[config.mk]
export PLATFORM = sky130hd
export DESIGN_NAME = bus_arbiter_rr_flat
export DESIGN_NICKNAME = d
export VERILOG_FILES = /design/src/rtl/bus_arbiter_rr_pkg.sv /design/src/rtl/bus_arbiter_rr_if.sv /design/src/rtl/rr_pick4.sv /design/src/rtl/bus_arbiter_rr.sv /design/src/flat_wrapper.sv
export SDC_FILE = /design/constraint.sdc
export NUM_CORES = 1
export LEC_CHECK = 0
export ABC_CLOCK_PERIOD_IN_PS = 3350
export CAP_MARGIN = 30
export CORE_MARGIN = 5
export CORE_UTILIZATION = 55
export CTS_BUF_LIST = sky130_fd_sc_hd__clkbuf_8
export CTS_CLUSTER_DIAMETER = 50
export CTS_CLUSTER_SIZE = 30
export DETAILED_ROUTE_END_ITERATION = 16
export GPL_TIMING_DRIVEN = 1
export PLACE_DENSITY = 0.9
export SLEW_MARGIN = 10
export SYNTH_ARGS = -nofsm -noshare
export SYNTH_HDL_FRONTEND = slang
export SYNTH_SLANG_ARGS = --single-unit
[constraint.sdc]
create_clock -name clk -period 3.35 [get_ports clk]
set_input_delay 0.335 -clock clk [delete_from_list [all_inputs] [get_ports clk]]
set_output_delay 0.335 -clock clk [all_outputs]
set_load 0.1 [all_outputs]
[src/rtl/bus_arbiter_rr_pkg.sv]
// Shared bus-arbiter definitions: owner index encoding, arbiter state encoding
// and a small one-hot helper used by the arbiter and its priority encoder.
package bus_arbiter_rr_pkg;

  localparam int BUS_OWNER_W = 2;
  localparam int BUS_MASTERS = 4;

  typedef logic [BUS_OWNER_W-1:0] bus_owner_t;

  localparam bus_owner_t BUS_OWNER_M0 = 2'd0;
  localparam bus_owner_t BUS_OWNER_M1 = 2'd1;
  localparam bus_owner_t BUS_OWNER_M2 = 2'd2;
  localparam bus_owner_t BUS_OWNER_M3 = 2'd3;

  typedef enum logic [0:0] {
    ARB_STATE_IDLE  = 1'b0,
    ARB_STATE_GRANT = 1'b1
  } arb_state_e;

  function automatic logic [BUS_MASTERS-1:0] owner_onehot(input bus_owner_t idx);
    return BUS_MASTERS'(1) << idx;
  endfunction

endpackage

[src/rtl/bus_arbiter_rr_if.sv]
// Request/grant bundle between the four bus masters and the round-robin arbiter.
// All request, strobe, ready and grant lines are active-low.
interface bus_arbiter_rr_if;
  import bus_arbiter_rr_pkg::*;

  logic       m0Req_, m1Req_, m2Req_, m3Req_;
  logic       m0As_,  m1As_,  m2As_,  m3As_;
  logic       mRdy_;
  logic       m0Grnt_, m1Grnt_, m2Grnt_, m3Grnt_;
  bus_owner_t owner;
  logic       ownerValid;
  logic       preempt;

  modport slave (
    input  m0Req_, m1Req_, m2Req_, m3Req_,
    input  m0As_,  m1As_,  m2As_,  m3As_,
    input  mRdy_,
    output m0Grnt_, m1Grnt_, m2Grnt_, m3Grnt_,
    output owner, ownerValid, preempt
  );

  modport master (
    output m0Req_, m1Req_, m2Req_, m3Req_,
    output m0As_,  m1As_,  m2As_,  m3As_,
    output mRdy_,
    input  m0Grnt_, m1Grnt_, m2Grnt_, m3Grnt_,
    input  owner, ownerValid, preempt
  );

endinterface

[src/rtl/rr_pick4.sv]
// Combinational 4-way rotating priority encoder: first requester after last_i
// wins, searching last_i+1 .. last_i+4 (mod 4).
module rr_pick4
  import bus_arbiter_rr_pkg::*;
(
  input  logic [BUS_MASTERS-1:0] req_i,
  input  bus_owner_t             last_i,
  output bus_owner_t             winner_o,
  output logic                   any_o
);

  function automatic bus_owner_t rot(input bus_owner_t base, input int ofs);
    return base + bus_owner_t'(ofs);
  endfunction

  // Walk from the farthest offset down so the nearest requester is written last.
  always_comb begin
    winner_o = last_i;
    any_o    = 1'b0;
    for (int i = BUS_MASTERS; i >= 1; i--) begin
      if (req_i[rot(last_i, i)]) begin
        winner_o = rot(last_i, i);
        any_o    = 1'b1;
      end
    end
  end

endmodule

[src/rtl/bus_arbiter_rr.sv]
// Round-robin arbiter for four bus masters: registered active-low grants, a dead
// cycle between owners, and hold-limit preemption that never cuts an access short.
module bus_arbiter_rr
  import bus_arbiter_rr_pkg::*;
#(
  parameter int MAX_HOLD = 16,  // legal 2..255, with 2**HOLD_W > MAX_HOLD
  parameter int HOLD_W   = 8
) (
  input logic             clk,
  input logic             reset_,
  bus_arbiter_rr_if.slave bus
);

  localparam logic [HOLD_W-1:0] HOLD_MAX = HOLD_W'(MAX_HOLD);
  localparam logic [HOLD_W-1:0] HOLD_LIM = HOLD_W'(MAX_HOLD - 1);

  arb_state_e             state_q, state_d;
  logic [BUS_MASTERS-1:0] grnt_q, grnt_d;
  bus_owner_t             owner_q, owner_d;
  bus_owner_t             last_q, last_d;
  logic                   ownerValid_q, ownerValid_d;
  logic                   preempt_q, preempt_d;
  logic [HOLD_W-1:0]      hold_q, hold_d;

  logic [BUS_MASTERS-1:0] req;
  logic [BUS_MASTERS-1:0] as_n;
  bus_owner_t             winner;
  logic                   anyReq;
  logic                   ownReq, othersReq, inFlight, atLimit;

  function automatic logic [HOLD_W-1:0] hold_inc(input logic [HOLD_W-1:0] cnt);
    return (cnt >= HOLD_MAX) ? cnt : cnt + HOLD_W'(1);
  endfunction

  assign req  = ~{bus.m3Req_, bus.m2Req_, bus.m1Req_, bus.m0Req_};
  assign as_n = {bus.m3As_, bus.m2As_, bus.m1As_, bus.m0As_};

  assign ownReq    = req[owner_q];
  assign othersReq = |(req & ~owner_onehot(owner_q));
  // An access is in flight while the owner strobes and the slave has not yet answered.
  assign inFlight  = ~as_n[owner_q] & bus.mRdy_;
  assign atLimit   = hold_q >= HOLD_LIM;

  rr_pick4 u_pick (
    .req_i    (req),
    .last_i   (last_q),
    .winner_o (winner),
    .any_o    (anyReq)
  );

  always_ff @(posedge clk) begin
    if (reset_) begin
      state_q      <= ARB_STATE_IDLE;
      grnt_q       <= '1;
      owner_q      <= BUS_OWNER_M0;
      last_q       <= BUS_OWNER_M3;
      ownerValid_q <= 1'b0;
      preempt_q    <= 1'b0;
      hold_q       <= '0;
    end else begin
      state_q      <= state_d;
      grnt_q       <= grnt_d;
      owner_q      <= owner_d;
      last_q       <= last_d;
      ownerValid_q <= ownerValid_d;
      preempt_q    <= preempt_d;
      hold_q       <= hold_d;
    end
  end

  always_comb begin
    state_d      = state_q;
    grnt_d       = grnt_q;
    owner_d      = owner_q;
    last_d       = last_q;
    ownerValid_d = ownerValid_q;
    preempt_d    = 1'b0;
    hold_d       = hold_q;

    case (state_q)
      ARB_STATE_IDLE: begin
        grnt_d       = '1;
        ownerValid_d = 1'b0;
        if (anyReq) begin
          state_d      = ARB_STATE_GRANT;
          grnt_d       = ~owner_onehot(winner);
          owner_d      = winner;
          ownerValid_d = 1'b1;
          hold_d       = '0;
        end
      end
      ARB_STATE_GRANT: begin
        hold_d = hold_inc(hold_q);
        // Voluntary release takes precedence, so preempt only fires while the owner still requests.
        if (!ownReq || (atLimit && othersReq && !inFlight)) begin
          state_d      = ARB_STATE_IDLE;
          grnt_d       = '1;
          ownerValid_d = 1'b0;
          last_d       = owner_q;
          preempt_d    = ownReq;
        end
      end
    endcase
  end

  assign bus.m0Grnt_    = grnt_q[0];
  assign bus.m1Grnt_    = grnt_q[1];
  assign bus.m2Grnt_    = grnt_q[2];
  assign bus.m3Grnt_    = grnt_q[3];
  assign bus.owner      = owner_q;
  assign bus.ownerValid = ownerValid_q;
  assign bus.preempt    = preempt_q;

endmodule

[src/flat_wrapper.sv]
// flat-port wrapper written by rule: the top's interface ports become plain ports
module bus_arbiter_rr_flat import bus_arbiter_rr_pkg::*;
#(
  parameter int MAX_HOLD = 16,                                            
  parameter int HOLD_W   = 8
)
  (clk, reset_, bus_m0Req_, bus_m1Req_, bus_m2Req_, bus_m3Req_, bus_m0As_, bus_m1As_, bus_m2As_, bus_m3As_, bus_mRdy_, bus_m0Grnt_, bus_m1Grnt_, bus_m2Grnt_, bus_m3Grnt_, bus_owner, bus_ownerValid, bus_preempt);
  bus_arbiter_rr_if bus_i ();
  input logic clk;
  input logic reset_;
  input wire logic [$bits(bus_i.m0Req_)-1:0] bus_m0Req_;
  input wire logic [$bits(bus_i.m1Req_)-1:0] bus_m1Req_;
  input wire logic [$bits(bus_i.m2Req_)-1:0] bus_m2Req_;
  input wire logic [$bits(bus_i.m3Req_)-1:0] bus_m3Req_;
  input wire logic [$bits(bus_i.m0As_)-1:0] bus_m0As_;
  input wire logic [$bits(bus_i.m1As_)-1:0] bus_m1As_;
  input wire logic [$bits(bus_i.m2As_)-1:0] bus_m2As_;
  input wire logic [$bits(bus_i.m3As_)-1:0] bus_m3As_;
  input wire logic [$bits(bus_i.mRdy_)-1:0] bus_mRdy_;
  output wire logic [$bits(bus_i.m0Grnt_)-1:0] bus_m0Grnt_;
  output wire logic [$bits(bus_i.m1Grnt_)-1:0] bus_m1Grnt_;
  output wire logic [$bits(bus_i.m2Grnt_)-1:0] bus_m2Grnt_;
  output wire logic [$bits(bus_i.m3Grnt_)-1:0] bus_m3Grnt_;
  output wire logic [$bits(bus_i.owner)-1:0] bus_owner;
  output wire logic [$bits(bus_i.ownerValid)-1:0] bus_ownerValid;
  output wire logic [$bits(bus_i.preempt)-1:0] bus_preempt;
  assign bus_i.m0Req_ = bus_m0Req_;
  assign bus_i.m1Req_ = bus_m1Req_;
  assign bus_i.m2Req_ = bus_m2Req_;
  assign bus_i.m3Req_ = bus_m3Req_;
  assign bus_i.m0As_ = bus_m0As_;
  assign bus_i.m1As_ = bus_m1As_;
  assign bus_i.m2As_ = bus_m2As_;
  assign bus_i.m3As_ = bus_m3As_;
  assign bus_i.mRdy_ = bus_mRdy_;
  assign bus_m0Grnt_ = bus_i.m0Grnt_;
  assign bus_m1Grnt_ = bus_i.m1Grnt_;
  assign bus_m2Grnt_ = bus_i.m2Grnt_;
  assign bus_m3Grnt_ = bus_i.m3Grnt_;
  assign bus_owner = bus_i.owner;
  assign bus_ownerValid = bus_i.ownerValid;
  assign bus_preempt = bus_i.preempt;
  bus_arbiter_rr #(.MAX_HOLD(MAX_HOLD), .HOLD_W(HOLD_W)) u_core (.clk(clk), .reset_(reset_), .bus(bus_i));
endmodule
==> After elaboration in Yosys (flattened, before gate mapping) <==
Index checks and enable logic that the tools add are counted.
{ "totals": {"word_cells": 71, "inputBits": 11, "out_inout_bits": 8, "register_bits": 19} }
{ "op_classes": {"n_shift": 2, "n_bitwise": 8, "addsub": 4, "mux": 30, "n_reduce_logical": 10, "n_lt_le_gt_ge": 7, "eq_ne": 3} }
{ "op_table": {"columns": ["op", "count"], "rows": [
  ["$mux 8", 2],
  ["$pmux 8 s2", 1],
  ["$lt 2x3->1 const B", 5],
  ["$mux 1", 13],
  ["$bmux 1 s2", 6],
  ["$not 4->4", 3],
  ["$add 8x1->8 const B", 1],
  ["$ge 8x4->1 const B", 1],
  ["$ge 8x5->1 const B", 1],
  ["$mux 4", 2],
  ["$pmux 4 s2", 1],
  ["$shl 1x2->4 const A", 2],
  ["$mux 2", 3],
  ["$reduce_and 2->1", 3],
  ["$add 2x2->2 const B", 2],
  ["$and 4x4->4", 1],
  ["$ne 2x2->1 const B", 2],
  ["$pmux 1 s2", 2],
  ["$reduce_or 4->1", 1],
  ["$not 1->1", 3],
  ["$reduce_or 3->1", 1],
  ["$add 2x1->2 const B", 1],
  ["$logic_and 1x1->1", 2],
  ["$logic_not 1->1", 2],
  ["3 further kinds", 3]
]} }

==> Depth between registers and ports, before layout <==
Gate-level depths: netlist (run 1).
{ "depth": {"ltp_word": 10, "depth_mapped": 5, "ltp_nobuf": 5} }

==> Hierarchy <==
From an unflattened synthesis (run 1), not the netlist that was laid out.
{ "unflattened": {"hier_cells": 117, "hier_area_um2": 1021.0} }
{ "by_module_without_submodules": {"columns": ["mod", "seq_area_each_um2", "area_per_inst_um2", "cells_each", "n_inst"], "rows": [
  ["bus_arbiter_rr", 380.4, 938.4, 103, 1],
  ["rr_pick4", 0.0, 82.6, 14, 1]
]} }

==> Worst setup path after synthesis (run 1) <==
No wires, ideal clock.
{ "synth_path": {"kind": "flip-flop to flip-flop", "startpoint": "register u_core.owner_q[0] (netlist: u_core.bus.owner[0])", "endpoint": "register u_core.grnt_q[2]", "path_buffers": 1, "t_arrival_ps": 2380, "setup_ps": 122, "synth_period_minus_slack_ps": 2502, "required_ps": 3228, "path_stages_with_launch": 6, "slack_ps": 848, "path_cell_list": "dfxtp_1 -> buf_6 -> mux4_2 -> or2_1 -> a31o_1 -> o32a_1"} }
{ "synth_between": {"elab_chain_len": 8, "word_cells_on_any_way": 16, "cone_classes": "1 x eq/ne; 1 x shift; 4 x mux; 4 x bitwise; 6 x reduce/logical"} }
{ "synth_lines": {"columns": ["element", "line_no", "rtl"], "rows": [
  ["start: declaration", "bus_arbiter_rr.sv:19", "bus_owner_t owner_q, owner_d;"],
  ["start signal: assignment", "bus_arbiter_rr.sv:63", "owner_q <= owner_d;"],
  ["$bmux 1 s2 / $shl 1x2->4 (equally long branches)", "bus_arbiter_rr.sv:41, bus_arbiter_rr_pkg.sv:21", null],
  ["$mux 1 (implied by the code) / $not 4->4 (equally long branches)", "bus_arbiter_rr.sv:41, bus_arbiter_rr.sv:39", null],
  ["$not 1->1 / $and 4x4->4 (equally long branches)", "bus_arbiter_rr.sv:41, bus_arbiter_rr.sv:39", null],
  ["$and 1x1->1 / $reduce_or 4->1 (equally long branches)", "bus_arbiter_rr.sv:41, bus_arbiter_rr.sv:39", null],
  ["$logic_not 1->1 / $logic_and 1x1->1 (equally long branches)", "bus_arbiter_rr.sv:95", "if (!ownReq || (atLimit && othersReq && !inFlight)) begin"],
  ["$logic_and 1x1->1", "bus_arbiter_rr.sv:95", null],
  ["$logic_or 1x1->1 (*)", "bus_arbiter_rr.sv:95", null],
  ["$ne 2x2->1 (no source line) (*)", null, null],
  ["end signal: assignment", "bus_arbiter_rr.sv:62", "grnt_q <= grnt_d;"],
  ["end: declaration", "bus_arbiter_rr.sv:18", "logic [BUS_MASTERS-1:0] grnt_q, grnt_d;"]
]} }
Every way passes the cells marked *; elsewhere a longest branch is shown, timed or not. The select of a mux whose other input is x is not followed.
A chain may end at the register's enable or synchronous reset.

==> Worst setup path after layout (run 1) <==
{ "layout_path": {"startpoint": "register u_core.owner_q[0] (netlist: u_core.bus.owner[0])", "endpoint": "output bus_owner[0]"} }
{ "layout_rtl": {"columns": ["element", "line_no", "rtl"], "rows": [
  ["end: declaration", "flat_wrapper.sv:24", "output wire logic [$bits(bus_i.owner)-1:0] bus_owner;"]
]} }
No word-level cell between the ends.

==> summary.txt, run 1 <==
Power and ir drop
  • Psw: 0.200 mW
  • Pwr Total: 0.581 mW
  • Maximum vdd ir drop: 0.373 mV
  • Sw frac: 34.4%
  • Part of the power in registers: 44.7%
  • Leak: 0.472 nW
  • Internal: 0.381 mW
  • Power Dens Cells: 486 nW/um^2
  • Clk pwr share: 26.2%
  • Combinational group share of total power: 29.1%

Yosys
  • Mux share of post-synthesis cell area: 8.59%
  • Count leader, synth: dfxtp_1
  • Cell area after synthesis: 976 um^2
  • EDFF count, synth: 0
  • Synth Area in Compound Gates: 21.2%
  • Syn. warnings: 0
  • Distinct cells, synth: 35
  • Main combinational cell family by area after synthesis: compound AO/OA/AOI/OAI gates
  • Synth cell count leaders: 19 x dfxtp_1, 11 x nor2_1, 8 x nand3_1
  • Synth async-reset ratio: 0%
  • #FFs+latches synth: 19
  • Simple-gate share of the synthesized area: 20.9%
  • Post-Syn Nets: 120
  • Synth Area in Adders: 2.56%
  • Sequential area share after synthesis: 39.0%
  • Top FF cell, synth: dfxtp_1
  • Top cell type's share of synthesized area: 39.0%
  • Ranking of synthesized cells by area: dfxtp_1 39%, mux2i_1 5.1%, a32oi_1 4.5%, nor2_1 4.2%, nand3_1 4.1%
  • Synthesized area per cell: 9.12 um^2
  • XOR/XNOR Fraction of Synth Area: 1.79%
  • Area leader, netlist: dfxtp_1
  • Mapped Cells: 107

Worst setup path
  • WP data required: 3010 ps
  • Cell family with most CP delay: buffers and inverters
  • CP max FO: 10
  • Critical Path Slowest Stage Cell: clkdlybuf4s50_1
  • Element type at the critical path start: flip-flop
  • Worst stage delay on the critical path: 1220 ps
  • Crit path kind: reg2out
  • Arrival time of the worst setup path: 2050 ps
  • Worst path depth: 1
  • Crit-path cells: clkdlybuf4s50_1
  • Crit. End Element: output port
  • FF-to-FF path depth: 4
  • Critical path buffers and inverters: 1

Floorplan
  • Die width: 52.1 um
  • FP Rows: 15
  • Area of the core: 1710 um^2
  • Starting Density: 57.1%
  • I/O pin count: 19
  • Die height: 52.1 um
  • Die area: 2720 um^2

Detailed routing
  • Vias per cell: 5.87
  • DRC viols: 0
  • DR WL/cell: 14.4 um
  • Via count: 863
  • Drt total wl: 2.11 mm
  • Initial drt markers: 24
  • Pre-Repair DR Iteration Count: 4
  • ANT nets after route: 0

STA
  • Final worst path period share: 71.1%
  • Max-slew violation count: 0
  • Final Hold Viols: 0
  • RSZ-0062 raised after global routing: no
  • Hold Slack: 491 ps
  • Slew headroom: 34.7%
  • Final critical-path required period: 2380 ps
  • Slew at the pin with the worst max-slew slack: 977 ps
  • Max Clock Freq: 0.420 GHz
  • Clock Skew: 1.84 ps
  • Setup TNS: 0 ps
  • Setup violations, final: 0

Layout
  • Post-layout nets: 136
  • Ant diodes: 0
  • Layout cell share with drive strength beyond 1: 7.38%
  • Post-Route Utilization: 70.0%
  • Syn-to-layout area delta: 22.6%
  • Area of the multi-input gates: 537 um^2
  • Sequential Area: 380 um^2
  • Filler cell count: 123

Clocking
  • Setup repair bufs after CTS: 0
  • Clock Tree Root: clkbuf_8
  • Cts bufs inserted: 3
  • Clk buf depth: 2
  • Post-CTS sizing: 0
  • Clk Latency, worst-skew pair: 250 ps
  • Clock transition at path regs: 70 ps
  • H-tree levels: 1
  • Post-CTS Hold Fix Bufs: 0
  • Clock Sinks: 19
  • TritonCTS clock tree: yes

Flow run
  • Max cap viols: 0

Worst hold path
  • Hold Crit Class: reg2reg
  • Hold path cells: 2

Place
  • GPL Wtd Cong: 0.860
  • PortBufs: 18
  • Hpwl dp: 1.49 mm

Global route
  • Grt ovf: 0
  • Total track usage: 18.1%
  • Antenna violations before repair: 0
  • Number of global-route vias before repair: 872
  • First-pass GRT wire length: 3.74 mm
  • Largest net degree at the start of global routing: 18

Run status
  • Outcome: complete, no violations
cell families after synthesis:
family	count (synthesis)
mux	7
simple gates	38
flops	19
fa+ha+maj	2
xor+xnor	2
compound gates	26
buf+inv	13
layout by cell type, fill, tap and decap left out, types with 2 or more instances in the layout:
master,netlist,layout
dfxtp_1,19,19
clkdlybuf4s50_1,0,18
nor2_1,11,11
nand3_1,8,8
inv_1,6,7
mux2i_1,5,5
a32oi_1,5,5
and3_1,5,5
nand2_1,4,4
a2bb2oi_1,3,3
a21oi_1,3,3
nor3_1,3,3
clkbuf_8,0,3
a41o_1,2,2
a211oi_1,2,2
nor2b_1,2,2
o21ai_0,2,2
o32a_1,2,2
a31oi_1,2,2
xor2_1,2,2
ha_1,2,2
path summary, 6_finish.rpt:
path                                     startpoint  slack (ps)          endpoint
worst min register to register     u_core.hold_q[0]         490  u_core.hold_q[0]
worst min-delay path               u_core.hold_q[0]         490  u_core.hold_q[0]
worst max-delay path            u_core.bus.owner[0]         970      bus_owner[0]
worst max register to register  u_core.bus.owner[0]        1320  u_core.grnt_q[3]
sequential cells by signal, indices dropped and copies added, names as in the netlist:
name,count
u_core.bus.preempt,1
u_core.last_q,2
u_core.grnt_q,4
u_core.hold_q,8
u_core.state_q,1
u_core.bus.ownerValid,1
u_core.bus.owner,2
through the flow:
stage / instances / setup slack [ps] / cell area [um^2]
global route: 147 / 889 / 1200
finish: 147 / 967 / 1200
floorplan: 107 / 848 / 976
global placement: 143 / 1070 / 1150
CTS: 147 / 949 / 1200
detailed placement: 143 / 1040 / 1150
tightest hold or removal path: cells and delay by family, from the launching register on:
kind / cells / cell delay (ps)
simple gates: 1 / 60
flops: 1 / 330
compound gates: 1 / 50
power groups by stage:
| stage | sequential (mW) | clock, mW | combinational (mW) |
|---|---|---|---|
| 2_1_floorplan | 0.316 | 0 | 0.0756 |
| 3_3_place_gp | 0.263 | 0 | 0.166 |
| 3_5_place_dp | 0.265 | 0 | 0.167 |
| 4_1_cts | 0.260 | 0.154 | 0.169 |
| 5_1_grt | 0.263 | 0.161 | 0.180 |
| 6_report | 0.260 | 0.152 | 0.169 |
metal layers:
metal / track usage (%) / wire (um)
met1: 24.9 / 998
met2: 27.6 / 928
met3: 3.72 / 152
met4: 6.55 / 33
met5: 0 / 0
area by class of cell:
class,count,area share [%]
Timing Repair Buffer,18,15.1
Tap cell,25,2.62
Multi-Input combinational cell,75,44.9
Inverter,6,1.88
Clock inverter,1,0.314
Sequential cell,19,31.8
Clock buffer,3,3.45
(Power assumes the default switching activity.)
==> run 2: changes to the inputs <==
- ABC_CLOCK_PERIOD_IN_PS: 3350 -> 2400
- CORE_UTILIZATION: 55 -> 52
- PLACE_DENSITY: 0.9 -> 0.86
- clock period: 3.35 -> 2.4 ns (I/O delays scaled with it)
==> run 2 against run 1 <==
Net effect:
- clock skew is 1.1 ps lower
- power is 40% higher
- via count is 4.9% higher
- non-clock buffer count is 6 higher
- worst setup slack worse by 510 ps
- combinational power is 43% higher
- critical path type is now reg2reg
- largest power group unchanged
==> summary.txt, run 2 (synthesis results as in run 1) <==
Floorplan
  • Die area: 2840 um^2 (+4.6%)
  • Starting Density: 55.3% (-1.8 points)
  • I/O pin count: 19 (unchanged)
  • Die height: 53.3 um (+2.3%)
  • Die width: 53.3 um (+2.3%)
  • FP Rows: 15 (unchanged)
  • Area of the core: 1760 um^2 (+3.3%)

Power and ir drop
  • Pwr Total: 0.813 mW (+40%)
  • Sw frac: 34.4% (-0.050 points)
  • Internal: 0.534 mW (+40%)
  • Part of the power in registers: 44.7% (about the same)
  • Power Dens Cells: 665 nW/um^2 (+37%)
  • Clk pwr share: 25.6% (-0.6 points)
  • Psw: 0.280 mW (+40%)
  • Maximum vdd ir drop: 0.504 mV (+35%)
  • Leak: 0.507 nW (+7.3%)
  • Combinational group share of total power: 29.7% (+0.6 points)

Place
  • PortBufs: 18 (unchanged)
  • Hpwl dp: 1.65 mm (+11%)
  • GPL Wtd Cong: 0.866 (+0.73%)
  • Placed Area: 1180 um^2 (+2.3%)
  • DP Worst Slack: 309 ps (-727 ps)

STA
  • Setup WS post-layout: 457 ps (-510 ps)
  • Final worst path period share: 81.0%
  • RSZ-0062 raised after global routing: no
  • Final Hold Viols: 0 (unchanged)
  • Hold Slack: 495 ps (+3.40 ps)
  • Max Clock Freq: 0.515 GHz
  • Setup TNS: 0 ps (unchanged)
  • Slew at the pin with the worst max-slew slack: 441 ps (-536 ps)
  • Final critical-path required period: 1940 ps
  • Clock Skew: 0.743 ps (-1.09 ps)
  • Setup violations, final: 0 (unchanged)
  • Max-slew violation count: 0 (unchanged)
  • Slew headroom: 70.2% (+36 points)

Layout
  • Filler cell count: 162 (+32%)
  • Largest regs: u_core.hold_q (8), u_core.grnt_q (4)
  • Ant diodes: 0 (unchanged)
  • Post-route cell area: 1220 um^2 (+2.2%)
  • Most frequent cells in the layout: 18 x dfxtp_1, 14 x buf_4, 11 x nor2_1
  • Post-layout nets: 142 (+4.4%)
  • Syn-to-layout area delta: 25.3%
  • Layout cell share with drive strength beyond 1: 18.8% (+11 points)
  • Most common cell after layout, fill and taps aside: dfxtp_1
  • Largest Register: u_core.hold_q
  • Max reg flops: 8 (unchanged)

Global route
  • Total track usage: 18.0% (-0.066 points)
  • Grt ovf: 0 (unchanged)
  • Antenna violations before repair: 0 (unchanged)
  • Largest net degree at the start of global routing: 18 (unchanged)
  • Number of global-route vias before repair: 867 (-0.57%)
  • First-pass GRT wire length: 3.77 mm (+0.94%)

Detailed routing
  • ANT nets after route: 0 (unchanged)
  • DRC viols: 0 (unchanged)
  • Drt total wl: 2.26 mm (+6.8%)
  • DR WL/cell: 14.7 um (+2.6%)
  • Initial drt markers: 41 (+71%)
  • Via count: 905 (+4.9%)
  • Vias per cell: 5.92 (+0.75%)
  • Pre-Repair DR Iteration Count: 4 (unchanged)

Worst setup path
  • R2r endpoint: u_core.grnt_q[2]
  • Critical path launch point: u_core.bus.owner[0]
  • FF-to-FF path depth: 4 (unchanged)
  • Critical Path Slowest Stage Cell: mux4_2
  • Arrival time of the worst setup path: 2080 ps (+30 ps)
  • Crit-path cells: mux4_2 > or2_1 > a31o_1 > o32a_1
  • CP max FO: 10 (unchanged)
  • Crit. End Element: flip-flop
  • Reg2reg start: u_core.bus.owner[0]
  • Flop-to-flop setup slack: 460 ps (-860 ps)
  • WP data required: 2540 ps (-470 ps)
  • Worst stage delay on the critical path: 570 ps (-650 ps)
  • Crit path kind: reg2reg
  • Element type at the critical path start: flip-flop

Worst hold path
  • WHS Endpoint: u_core.bus.ownerValid
  • Hold Crit Class: reg2reg
  • Hold_sp: u_core.bus.ownerValid
  • Hold path cells: 1 (-1)

Clocking
  • Setup repair bufs after CTS: 0 (unchanged)
  • Cts bufs inserted: 3 (unchanged)
  • Post-CTS Hold Fix Bufs: 0 (unchanged)
  • Clk buf depth: 2 (unchanged)
  • Clock Sinks: 19 (unchanged)
  • TritonCTS clock tree: yes
  • H-tree levels: 1 (unchanged)
  • Post-CTS sizing: 0 (unchanged)
  • Clk Latency, worst-skew pair: 250 ps (about the same)
  • Clock transition at path regs: 60 ps (about the same)
  • Clock Tree Root: clkbuf_8

Run status
  • Outcome: complete, no violations

Flow run
  • Max cap viols: 0 (unchanged)
[run 2: cell count changes in the layout (fill, tap and decap cells not counted)]
cell             before  now
dfxtp_1              19   18
clkdlybuf4s50_1      18   10
buf_4                 0   14
dfxtp_2               0    1
[run 2: stage by stage]
step                      utilization [%]  instances
after floorplan                         -        107
after global placement               66.7        149
after detailed placement             66.7        149
after CTS                            69.3        153
after global routing                 69.3        153
final                                69.3        153
[run 2: layout make-up]
cell class	count	area [um^2]	share of cell area [%]
inverters	6	22.5	1.84
well taps	25	31.3	2.56
multi-input cells	75	537	43.9
repair buffers	24	205	16.8
flip-flops and latches	19	382	31.2
clock buffers	3	41.3	3.38
clock inverters	1	3.75	0.307
[run 2: how the worst max path moves through the flow]
stage | to | slack, ps
3_5_place_dp | u_core.grnt_q[2] | 310
2_1_floorplan | u_core.grnt_q[2] | 140
6_report | u_core.grnt_q[2] | 460
5_1_grt | u_core.grnt_q[3] | 400
3_3_place_gp | u_core.grnt_q[3] | 370
4_1_cts | u_core.grnt_q[2] | 450
[run 2: layer usage]
metal / vias to the layer above / share of wire, % / global-route usage, %
li1: 443 / - / -
met1: 424 / 46 / 22.8
met2: 31 / 46 / 29.6
met3: 7 / 5.7 / 2.54
met4: 0 / 2.0 / 8.51
met5: - / 0 / 0
[run 2: critical path: cells and delay by family (launching register included)]
family           cells  cell delay (ps)
multiplexers         1              570
AND/OR/NAND/NOR      1              270
flip-flops           1              460
AO/OA/AOI/OAI        2              530
[run 2: power groups by stage]
| stage | clock network (mW) | registers, mW | logic [mW] |
|---|---|---|---|
| 6_report | 0.208 | 0.364 | 0.241 |
| 5_1_grt | 0.226 | 0.367 | 0.257 |
| 4_1_cts | 0.214 | 0.363 | 0.241 |
| 3_5_place_dp | 0 | 0.370 | 0.239 |
| 3_3_place_gp | 0 | 0.368 | 0.234 |
| 2_1_floorplan | 0 | 0.442 | 0.105 |
==> run 3: changes to the inputs <==
- ABC_CLOCK_PERIOD_IN_PS: 2400 -> 1600
- CORE_UTILIZATION: 52 -> 47
- PLACE_DENSITY: 0.86 -> 0.82
- clock period: 2.4 -> 1.6 ns (I/O delays scaled with it)
==> run 3 against run 2 <==
Net effect:
- the flow now finishes with violations (negative setup slack)
- critical path type unchanged
- largest power group unchanged
- global-route usage increased by 0.70 points
- cell count increased by 9.8%
- clock skew increased by 0.92 ps
==> summary.txt, run 3 (synthesis results as in run 1) <==
Global route
  • Total track usage: 18.7% (+0.70 points)
  • First-pass GRT wire length: 4.67 mm (+24%)
  • Number of global-route vias before repair: 999 (+15%)
  • Antenna violations before repair: 0 (unchanged)
  • Grt ovf: 0 (unchanged)
  • Largest net degree at the start of global routing: 13 (-5)

Worst setup path
  • Critical path buffers and inverters: 0 (unchanged)
  • Worst stage delay on the critical path: 510 ps (-60 ps)
  • Flop-to-flop setup slack: -150 ps (-610 ps)
  • Cell family with most CP delay: multiplexers
  • Crit path kind: reg2reg
  • CP max FO: 3 (-7)
  • WP data required: 1740 ps (-800 ps)
  • Crit-path cells: mux4_2 > or2_4 > a31o_4 > o32a_1
  • Arrival time of the worst setup path: 1900 ps (-180 ps)
  • Crit. End Element: flip-flop
  • Critical Path Slowest Stage Cell: mux4_2
  • Element type at the critical path start: flip-flop

Power and ir drop
  • Sw frac: 34.9% (+0.56 points)
  • Power Dens Cells: 927 nW/um^2 (+39%)
  • Psw: 0.483 mW (+73%)
  • Leak: 0.613 nW (+21%)
  • Combinational group share of total power: 36.4% (+6.7 points)
  • Part of the power in registers: 39.1% (-5.6 points)
  • Maximum vdd ir drop: 0.670 mV (+33%)
  • Pwr Total: 1.38 mW (+70%)
  • Internal: 0.899 mW (+68%)
  • Clk pwr share: 24.5% (-1.1 points)

Detailed routing
  • ANT nets after route: 0 (unchanged)
  • DR WL/cell: 17.6 um (+19%)
  • Via count: 983 (+8.6%)
  • DRT met1 WL: 1.17 mm (+13%)
  • DR top layer: met4
  • Initial drt markers: 46 (+12%)
  • Vias per cell: 5.85 (-1.1%)
  • DRC viols: 0 (unchanged)
  • Drt total wl: 2.95 mm (+31%)
  • Pre-Repair DR Iteration Count: 4 (unchanged)
  • Routed wl met3: 136 um (+6.3%)
  • Met2 Wirelength: 1.58 mm (+51%)

Place
  • Hpwl dp: 2.04 mm (+24%)
  • GPL Wtd Cong: 0.810 (-6.4%)
  • Placed Area: 1370 um^2 (+17%)
  • PortBufs: 18 (unchanged)

Clocking
  • Clock Tree Root: clkbuf_8
  • Clk buf depth: 2 (unchanged)
  • Clk Latency, worst-skew pair: 250 ps (about the same)
  • Cts bufs inserted: 3 (unchanged)
  • Clock transition at path regs: 70 ps (about the same)
  • Clock Sinks: 19 (unchanged)
  • Post-CTS Hold Fix Bufs: 0 (unchanged)
  • TritonCTS clock tree: yes
  • H-tree levels: 1 (unchanged)

STA
  • Setup WS post-layout: -154 ps (-611 ps)
  • Final worst path period share: 110% (+29 points)
  • Clock Skew: 1.66 ps (+0.921 ps)
  • Final critical-path required period: 1750 ps (-189 ps)
  • Max Clock Freq: 0.570 GHz (+11%)
  • Max-slew violation count: 0 (unchanged)
  • Slew headroom: 74.4% (+4.2 points)
  • RSZ-0062 raised after global routing: yes
  • Final Hold Viols: 0 (unchanged)
  • Slew at the pin with the worst max-slew slack: 381 ps (-59.8 ps)
  • Setup violations, final: 7 (+7)

Floorplan
  • Die area: 3090 um^2 (+8.6%)
  • Area of the core: 1960 um^2 (+11%)
  • FP Rows: 16 (+1)
  • Die width: 55.6 um (+4.2%)
  • Die height: 55.6 um (+4.2%)
  • Starting Density: 49.7% (-5.6 points)
  • I/O pin count: 19 (unchanged)

Worst hold path
  • Hold Crit Class: reg2reg

Layout
  • Post-route cell area: 1490 um^2 (+22%)
  • Max reg flops: 8 (unchanged)
  • Ant diodes: 0 (unchanged)
  • Layout cell share with drive strength beyond 1: 34.0% (+15 points)
  • Most frequent cells in the layout: 19 x buf_4, 16 x dfxtp_1, 11 x nor2_1
  • Syn-to-layout area delta: 52.7%
  • Filler cell count: 127 (-22%)
  • Largest Register: u_core.hold_q
  • Post-layout nets: 155 (+9.2%)
  • Most common cell after layout, fill and taps aside: buf_4
  • Largest regs: u_core.hold_q (8), u_core.grnt_q (4)

Run status
  • Failing checks: negative setup slack
  • Outcome: complete, but fails checks

Flow run
  • Max cap viols: 0 (unchanged)
-- run 3: cell types whose count changed in the layout (fill, tap and decap cells not counted), sizes merged --
cell      delta
buf         +13
clkinvlp     +1
inv          -1
-- run 3: layer usage --
layer | vias up | track usage, %
met4 | 0 | 8.68
met5 | - | 0
met3 | 8 | 3.94
met2 | 39 | 32.8
li1 | 472 | -
met1 | 464 | 21.5
-- run 3: final timing paths --
check / from / to / cells after the start
worst max register to register: u_core.bus.owner[0] / u_core.grnt_q[2] / 4
worst min register to register: u_core.hold_q[6] / u_core.hold_q[6] / 1
worst min-delay path: u_core.hold_q[6] / u_core.hold_q[6] / 1
worst max-delay path: u_core.bus.owner[0] / u_core.grnt_q[2] / 4
-- run 3: power by group through the flow --
stage / Sequential [mW] / Combinational (mW) / Clock [mW]
floorplan: 0.664 / 0.158 / 0
global placement: 0.547 / 0.451 / 0
detailed placement: 0.550 / 0.463 / 0
CTS: 0.539 / 0.475 / 0.345
global route: 0.546 / 0.528 / 0.363
finish: 0.541 / 0.503 / 0.338
-- run 3: cell type report --
cell class	count	area, um^2	share of cell area, %
clock buffers	3	41.3	2.77
flip-flops and latches	19	387	25.9
clock inverters	1	7.51	0.504
well taps	27	33.8	2.27
multi-input cells	75	596	40.0
inverters	6	22.5	1.51
repair buffers	37	403	27.0
-- run 3: timing repair --
action                                  4_1_cts  5_1_grt
cloned                                        0        0
setup buffers                                 1        0
endpoints found under the setup margin        9        9
gates resized for setup                       1        9
pin swaps                                     0        2
-- run 3: through the flow --
stage | std cells | utilization, % | setup TNS (ps) | worst slack (ps) | hold slack (ps)
after CTS | 168 | 73.3 | -403 | -163 | 497
after global placement | 163 | 70.0 | -2080 | -316 | 481
after detailed placement | 163 | 70.0 | -2610 | -378 | 485
after global routing | 168 | 76.0 | -906 | -182 | 511
after floorplan | 107 | - | -2270 | -422 | 411
final | 168 | 76.0 | -434 | -154 | 495
-- run 3: worst reg2reg max path, cell delays in order, from the launching register on --
cell and delay [ps]:
dfxtp_4 360, mux4_2 510, or2_4 260, a31o_4 220
o32a_1 290
